<file path="src/rtl/max_scan_ctrl.sv">
// max_scan_ctrl: streams a frame of samples through one compare-select unit, reporting max and its first index
module max_scan_ctrl #(
  parameter int DW = 8
) (
  input  logic          clk,
  input  logic          rst,
  input  logic          start_i,
  input  logic [7:0]    len_i,
  input  logic          abort_i,
  input  logic          in_valid_i,
  input  logic [DW-1:0] data_i,
  output logic          in_ready_o,
  output logic          busy_o,
  output logic          done_o,
  output logic [DW-1:0] max_o,
  output logic [7:0]    max_idx_o,
  output logic [8:0]    count_o
);
  typedef enum logic [1:0] {IDLE, RUN, DONE} state_t;
  state_t        state_q, state_d;
  logic [8:0]    target_q, target_d;
  logic [8:0]    count_q, count_d;
  logic [DW-1:0] max_q, max_d;
  logic [7:0]    idx_q, idx_d;
  logic          accept, take;
  logic [8:0]    count_inc;
  assign in_ready_o = (state_q == RUN) && !abort_i;
  assign accept     = in_ready_o && in_valid_i;
  assign count_inc  = count_q + 9'd1;
  assign take       = accept && ((count_q == 9'd0) || (data_i > max_q));
  assign busy_o     = state_q != IDLE;
  assign done_o     = state_q == DONE;
  assign max_o      = max_q;
  assign max_idx_o  = idx_q;
  assign count_o    = count_q;
  // Next state plus target/counter/running-max updates; len of 0 maps to a 256 target.
  always_comb begin
    state_d  = state_q;
    target_d = target_q;
    count_d  = count_q;
    max_d    = take ? data_i : max_q;
    idx_d    = take ? count_q[7:0] : idx_q;
    case (state_q)
      IDLE: if (start_i) begin
        state_d  = RUN;
        target_d = {len_i == 8'd0, len_i};
        count_d  = 9'd0;
      end
      RUN: begin
        if (abort_i) state_d = IDLE;
        else if (accept) begin
          count_d = count_inc;
          state_d = (count_inc == target_q) ? DONE : RUN;
        end
      end
      default: state_d = IDLE;
    endcase
  end
  // State and datapath registers, cleared asynchronously.
  always_ff @(posedge clk or posedge rst) begin
    if (rst) begin
      state_q  <= IDLE;
      target_q <= 9'd0;
      count_q  <= 9'd0;
      max_q    <= '0;
      idx_q    <= 8'd0;
    end else begin
      state_q  <= state_d;
      target_q <= target_d;
      count_q  <= count_d;
      max_q    <= max_d;
      idx_q    <= idx_d;
    end
  end
endmodule

</file>
<file path="config.mk">
export PLATFORM = sky130hd
export DESIGN_NAME = max_scan_ctrl
export DESIGN_NICKNAME = d
export VERILOG_FILES = /design/src/rtl/max_scan_ctrl.sv
export SDC_FILE = /design/constraint.sdc
export NUM_CORES = 1
export LEC_CHECK = 0
export CAP_MARGIN = 20
export CORE_ASPECT_RATIO = 0.75
export CORE_MARGIN = 1.5
export CORE_UTILIZATION = 42
export CTS_BUF_LIST = sky130_fd_sc_hd__clkbuf_8
export CTS_CLUSTER_DIAMETER = 100
export DETAILED_ROUTE_END_ITERATION = 6
export GPL_TIMING_DRIVEN = 0
export PLACE_DENSITY = 0.8
export SLEW_MARGIN = 20
export SYNTH_ARGS = -nofsm -noshare
export SYNTH_HDL_FRONTEND = slang
export SYNTH_SLANG_ARGS = --single-unit
export TNS_END_PERCENT = 100
</file>
<file path="constraint.sdc">
create_clock -name clk -period 1.9 [get_ports clk]
set_clock_uncertainty 0.15 [all_clocks]
set_input_delay 0.38 -clock clk [delete_from_list [all_inputs] [get_ports clk]]
set_output_delay 0.38 -clock clk [all_outputs]
set_load 0.005 [all_outputs]
</file>
Yosys cells after proc, flatten, opt, wreduce, memory -nomap -nowiden

Index checks and enable logic that the tools add are counted.

Bits in writable memories: 0
Memories: 0
Bits in read-only memories: 0
Bits in registers: 36
Latch bits: 0

Shifts and indexed selects: 0
Add/sub/neg operators: 1
Bitwise operators: 0
Magnitude comparators: 1
Reduce and logical (&&, ||, !) cells: 13
Eq/ne operators: 7
Mux-type cells: 9
Divide/modulo/power cells: 0
$mul: 0

Operators with widths:

| operator            | number |
|---|---|
| $mux 9              | 3 |
| $pmux 9 s2          | 1 |
| $add 9x1->9 const B | 1 |
| $eq 9x9->1          | 1 |
| $logic_not 9->1     | 1 |
| $gt 8x8->1          | 1 |
| $logic_not 8->1     | 1 |
| $mux 2              | 4 |
| $ne 2x2->1 const B  | 3 |
| $pmux 2 s2          | 1 |
| $reduce_and 2->1    | 2 |
| $reduce_and 4->1    | 1 |
| $reduce_bool 2->1   | 2 |
| $logic_and 1x1->1   | 3 |
| $ne 3x3->1 const B  | 1 |
| $eq 2x1->1 const B  | 1 |
| $eq 2x2->1 const B  | 1 |
| $logic_not 2->1     | 1 |
| $logic_not 1->1     | 1 |
| $logic_or 1x1->1    | 1 |

Logic depth before layout (Yosys ltp)

Gate-level depths: netlist (run 1).

Depth after elaboration: 6
Depth in mapped cells: 7
Gate-level depth less buffers: 7

Worst setup path before layout (run 1)

Ideal clock, no wire load.

Path type: register -> register
Start point: reg max_q[7], in the netlist max_o[7]
End point: reg max_q[0], in the netlist max_o[0]
Path buffers: 0
Arrival time: 1.738 ns
Slack: -0.113 ns
Cell stages (with the launch flop): 8
Cell sequence: dfrtp_1 > inv_1 > ha_1 > nand4_1 > a2bb2oi_1 > o221ai_2 > a21oi_4 > mux2_2

Longest elaborated chain between the ends: 3

RTL lines:

| element                | RTL line | source |
|---|---|---|
| from (decl)            | 23       | `logic [DW-1:0] max_q, max_d;` |
| from (signal assigned) | 71       | `max_q <= max_d;` |
| $gt 8x8->1             | 30       | `assign take = accept && ((count_q == 9'd0) \|\| (data_i > max_q));` |
| $logic_or 1x1->1       | 30       |  |
| $logic_and 1x1->1      | 30       |  |

Every way passes these cells.
A chain may end at the register's enable or synchronous reset.

Worst setup path in the final report (run 1)

Start point: reg max_q[3], in the netlist max_o[3]
End point: reg max_q[7], in the netlist max_o[7]

Same word-level chain as after synthesis.

==> results.json, run 1 <==
{
  "status": "complete, but fails checks",
  "violations": "setup timing",
  "area_growth_pct": 56.7,
  "ant_nets": 0,
  "cp-start-kind": "flop",
  "synth-xor-area-share_pct": 6.51,
  "worstMarginPinSlew_ps": 363,
  "hold_viol": 0,
  "cts-root-buf": "clkbuf_8",
  "drtIter0Drc": 123,
  "fin_ws_ps": -151,
  "leakage_nw": 1.38,
  "final.setup.tns_ps": -1700,
  "clock_path_buffers": 2,
  "critPathMaxFanout": 8,
  "hpwl_um": 3390,
  "synth_fa_ha_area_share_pct": 6.26,
  "antenna_found_initial": 0,
  "end_kind": "flop",
  "drt-total-wl_um": 5240,
  "slowest_stage": "dfrtp_1",
  "grt_max_degree": 23,
  "post_drt_wl_per_cell_um": 16.2,
  "cts_buffers": 5,
  "fillCellCount": 331,
  "clkLatencyLatePin_ps": 290,
  "ir_drop_mv": 0.694,
  "r2r_end": "max_o[7]$_DFFE_PP0P_",
  "grt_overflow_total": 0,
  "grt_usage_pct": 21.3,
  "vias": 1722,
  "grtUsageMet2_pct": 30.8,
  "crit_path_start": "max_o[3]$_DFFE_PP0P_",
  "syn_area_per_cell_sq_um": 10.7,
  "final_util_pct": 69.3,
  "synth-simple-area-share_pct": 13.6,
  "drive_gt1_share_pct": 35.6,
  "min_period_ps": 2050,
  "drv_cap": 0,
  "fmax_mhz": 488,
  "fin_crit_sh_pct": 108,
  "endpoint": "max_o[7]$_DFFE_PP0P_",
  "p_per_area_nw_per_um2": 992,
  "coreArea_sq_um": 4520,
  "crit-reg2reg-launch": "max_o[3]$_DFFE_PP0P_",
  "synth_nets": 218,
  "yosys.cell_types.count": 40,
  "synthMuxAreaShare_pct": 9.58,
  "die_x_um": 82.6,
  "required_ps": 1930,
  "synth_area_sq_um": 2000,
  "seq_area_frac_synth_pct": 45.1,
  "cp.arrival_ps": 2080,
  "path_class": "flop to flop",
  "top_usage_layer": "met1",
  "met1_usage_pct": 31.4,
  "cts_sinks": 36,
  "ioPinCount": 49,
  "final_nets": 297,
  "synth-seq-cells": 36,
  "post_drt_via_cell_ratio": 5.31,
  "grt_pass1_wl_um": 8260,
  "worstRegToRegCells": 8,
  "gp_congestion": 0.807,
  "portBuffers": 48,
  "drtPass1Iterations": 4,
  "cts_hold_buf": 0,
  "hold_class": "input pin to async pin",
  "antenna_cells": 0,
  "start_util_pct": 44.2,
  "crit_buf_inv": 2,
  "ys_warn_count": 0,
  "slowest_delay_ps": 390,
  "die_y_um": 62.7,
  "rsz0062_at_grt": "true",
  "cp_num_cells": 8,
  "path_clk_slew_ps": 70,
  "fin_area_sq_um": 3130,
  "synth_top_family_by_area": "compound AO/OA/AOI/OAI gates",
  "synthCells": 187,
  "grt_pass1_vias": 1646,
  "cp_top_family": "compound AO/OA/AOI/OAI gates",
  "cts_max_level": 2,
  "drc": 0,
  "use_met3_pct": 4.53,
  "rows": 21,
  "ff2ff_setup_slack_ps": -150,
  "holdWs_ps": 225,
  "place_area_sq_um": 2630,
  "synth_compound_area_share_pct": 13.8,
  "slew-limit-headroom_pct": 75.8,
  "cp_cell_sequence": "inv_2 -> ha_4 -> o211ai_1 -> a21oi_1 -> o221ai_2 -> a21oi_4 -> buf_12 -> mux2_4",
  "cts_tree": "done",
  "drv_slew": 0,
  "setup_violations": 17,
  "dieArea_sq_um": 5180
}
cell type report:
cell class	count	area, sq um	share of cell area, %
Multi-Input combinational cell	130	1230	39.4
Sequential cell	36	906	28.9
Timing Repair Buffer	72	719	23.0
Clock buffer	6	82.6	2.64
Tap cell	57	71.3	2.28
Inverter	15	56.3	1.80
Buffer	6	52.6	1.68
Clock inverter	2	7.51	0.240
state kept, by name (all words and copies together) (netlist names):
| name | cells |
|---|---|
| count_o | 9 |
| target_q | 9 |
| max_idx_o | 8 |
| max_o | 8 |
| state_q | 2 |
per-layer routing:
metal  wire length, um  share of wire (%)
met4               107                2.0
met5                 0                  0
met3               232                4.4
met2              2450                 47
met1              2450                 47
cell usage in the layout (no fill, tap or decap), drive strengths merged, types with 3 or more instances in the layout:
master,Yosys,routed
inv,15,17
o31ai,3,3
a22o,6,6
mux2,17,17
clkdlybuf4s50,0,37
nand3,4,4
o21ai,19,19
nor3,5,5
ha,10,10
nand2,15,15
buf,6,30
xnor2,8,8
nor4,3,3
a21oi,3,3
nor2,12,12
dfrtp,36,36
clkbuf,0,6
dlygate4sd2,0,10
xor2,6,6
cell usage after synthesis, drive strengths merged:
library cell  number  area share (%)
inv               15             2.8
a22o               6             2.7
a2bb2oi            1            0.44
o31ai              3             1.1
nand2b             1            0.31
and2               1            0.31
o21ai             19             4.8
o32a               1            0.50
dfrtp             36              45
ha                10             6.3
o2111ai            1            0.44
nor3               5             1.5
xnor2              8             3.5
nor4b              1            0.75
o221ai             1            0.75
buf                6             2.4
nor4               3            0.94
a21oi              3             1.3
nor3b              2             1.3
xor2               6             3.0
nand4              2            0.63
or2                1            0.31
nor2              12             2.3
o221a              1            0.56
and3               2            0.63
a21o               1            0.44
o211ai             1            0.38
mux2              17             9.6
a211oi             1            0.38
nand2             15             2.8
nor2b              1            0.31
nand3              4             1.5
power breakdown:
group	internal (W)	switching [W]	leakage, nW
Sequential	0.000923	0.000123	0.458
Combinational	0.000911	0.000593	0.867
Clock	0.000285	0.000271	0.0538
Total	0.00212	0.000987	1.38
what timing repair did:
action / in CTS / in global routing
setup buffers: 17 / 6
pin swaps: 20 / 11
endpoints found under the setup margin: 30 / 33
resized for setup: 41 / 22
how the worst min path moves through the flow:
stage	end	slack (ps)	cells after the start
2_1_floorplan	target_q[2]$_DFFE_PP0P_	350	2
3_3_place_gp	max_idx_o[0]$_DFFE_PP0P_	340	1
3_5_place_dp	max_idx_o[7]$_DFFE_PP0P_	350	1
4_1_cts	target_q[8]$_DFFE_PP0P_	230	2
5_1_grt	state_q[1]$_DFFE_PP0P_	290	2
6_report	target_q[8]$_DFFE_PP0P_	220	2
cells by family after synthesis:
kind of cell,after synthesis
compound gates,39
fa+ha+maj,10
buf+inv,21
xor+xnor,14
mux,17
simple gates,50
flops,36
stage by stage:
| step | std cells | total power [W] | setup WS (ps) |
|---|---|---|---|
| finish | 324 | 0.00311 | -151 |
| global route | 324 | 0.00329 | -250 |
| CTS | 318 | 0.00302 | -95.7 |
| detailed placement | 293 | 0.00214 | -761 |
| global placement | 292 | 0.00209 | -736 |
| floorplan | 187 | 0.00169 | -96.5 |
Power figures use the tool's default switching activity.
==> run 2: changes to the inputs <==
--- a/config.mk
+++ b/config.mk
@@ -9,7 +9,6 @@
 export CORE_ASPECT_RATIO = 0.75
 export CORE_MARGIN = 1.5
 export CORE_UTILIZATION = 42
-export CTS_BUF_LIST = sky130_fd_sc_hd__clkbuf_8
 export CTS_CLUSTER_DIAMETER = 100
 export DETAILED_ROUTE_END_ITERATION = 6
 export GPL_TIMING_DRIVEN = 0
==> run 2 against run 1 <==
  * The run still ends with setup timing left
  * First-iteration DRC count shrank 8.9%
  * Utilization is the same
  * Combinational power about the same
  * Critical path depth is 1 lower
  * Cell count unchanged
  * Routed wire length increased by 0.31%
  * Register-to-register slack barely moved
  * Power increased by 0.35%
  * Flip-flop and latch count did not move
  * Clock-buffer cell count increased by 2
  * Hold slack better by 0.54 ps
  * Largest cell class unchanged
  * Largest power group unchanged
==> results.json, run 2 (synthesized netlist as in run 1, its figures left out) <==
{
  "cts_buffers": 5,
  "fin_ws_ps": -154,
  "clkLatencyLatePin_ps": 290,
  "start_util_pct": 44.2,
  "final_nets": 297,
  "drt-total-wl_um": 5260,
  "dpl.cell_count": 293,
  "drtPass1Iterations": 4,
  "grt_usage_pct": 21.3,
  "ant_nets": 0,
  "final_cell_mix": "clkdlybuf4s50_1, dfrtp_1, buf_4",
  "ir_drop_mv": 0.690,
  "grt_max_degree": 23,
  "min_period_ps": 2050,
  "crit-reg2reg-launch": "max_o[0]$_DFFE_PP0P_",
  "clock_path_buffers": 2,
  "setup_violations": 17,
  "path_class": "flop to flop",
  "fin_cells": 324,
  "area_growth_pct": 56.7,
  "cp.arrival_ps": 2080,
  "slew-limit-headroom_pct": 75.6,
  "cts_hold_buf": 0,
  "end_kind": "flop",
  "rows": 21,
  "final.setup.tns_ps": -1750,
  "hold_viol": 0,
  "vias": 1720,
  "antenna_found_initial": 0,
  "ff2ff_setup_slack_ps": -150,
  "post_drt_wl_per_cell_um": 16.2,
  "fmax_mhz": 487,
  "violations": "setup timing",
  "drtIter0Drc": 112,
  "cp-start-kind": "flop",
  "grt_pass1_vias": 1647,
  "drv_slew": 0,
  "leakage_nw": 1.37,
  "total_power_w": 0.00312,
  "gp_congestion": 0.807,
  "coreArea_sq_um": 4520,
  "hpwl_um": 3390,
  "cts_max_level": 2,
  "drive_gt1_share_pct": 35.6,
  "worstRegToRegCells": 7,
  "path_clk_slew_ps": 70,
  "final_common_cell": "clkdlybuf4s50_1",
  "ioPinCount": 49,
  "fin_crit_sh_pct": 108,
  "critPathMaxFanout": 8,
  "die_x_um": 82.6,
  "grt_pass1_wl_um": 8250,
  "rsz0062_at_grt": "true",
  "drc": 0,
  "p_per_area_nw_per_um2": 996,
  "cts_sinks": 36,
  "required_ps": 1930,
  "status": "complete, but fails checks",
  "cts_tree": "done",
  "grt_overflow_total": 0,
  "dieArea_sq_um": 5180,
  "hold_class": "input pin to async pin",
  "worstMarginPinSlew_ps": 365,
  "post_drt_via_cell_ratio": 5.31,
  "crit_path_start": "max_o[0]$_DFFE_PP0P_",
  "portBuffers": 48,
  "cts-root-buf": "clkbuf_8",
  "antenna_cells": 0,
  "die_y_um": 62.7,
  "drv_cap": 0,
  "r2r_end": "max_o[7]$_DFFE_PP0P_"
}
## run 2: changes by cell type in the layout (fill, tap and decap cells not counted)
cell      before  now
inv_1         11    9
clkbuf_1       0    2
## run 2: what timing repair did
item                       4_1_cts  5_1_grt
pin swaps                       20       11
cloned                           0        0
setup endpoints to repair       30       33
setup buffers                   17        6
hold endpoints to repair         0        0
gates resized for setup         41       22
## run 2: layout make-up
class                           count  area (sq um)
Fill cell                         331          1390
Multi-Input combinational cell    130          1230
Sequential cell                    36           906
Timing Repair Buffer               72           719
Clock buffer                        8          90.1
Tap cell                           57          71.3
Inverter                           15          56.3
Buffer                              6          52.6
## run 2: critical path, stage by stage, from the launching register on
cell	delay (ps)
dfrtp_1	400
ha_1	320
nand4_1	110
a2bb2oi_2	150
o221ai_2	130
a21oi_4	210
buf_12	170
mux2_4	300
## run 2: worst max-delay path by stage
stage,to,slack (ps),depth (start not counted)
floorplan,max_o[0]$_DFFE_PP0P_,-100,7
global placement,max_o[6]$_DFFE_PP0P_,-740,8
detailed placement,max_o[7]$_DFFE_PP0P_,-760,7
CTS,max_o[7]$_DFFE_PP0P_,-100,8
global route,max_o[5]$_DFFE_PP0P_,-250,8
finish,max_o[7]$_DFFE_PP0P_,-150,7
## run 2: metrics by stage
stage	cell area, sq um	hold slack, ps	setup WS, ps	util, %
5_1_grt	3130	289	-249	69.3
6_report	3130	225	-154	69.3
3_3_place_gp	2610	341	-736	57.7
2_1_floorplan	2050	347	-96.5	-
3_5_place_dp	2630	346	-761	58.3
4_1_cts	3010	234	-95.0	66.6
## run 2: power breakdown
group	internal [W]	switching (W)	total (W)
clock network	0.000296	0.000272	0.000568
registers	0.000923	0.000124	0.00105
logic	0.000910	0.000593	0.00150
## run 2: layer usage
layer | GRT usage (%) | vias to the layer above | wire length (um)
li1 | - | 819 | -
met1 | 31.4 | 837 | 2420
met2 | 30.8 | 53 | 2500
met3 | 4.53 | 11 | 256
met4 | 7.29 | 0 | 80
met5 | 0 | - | 0
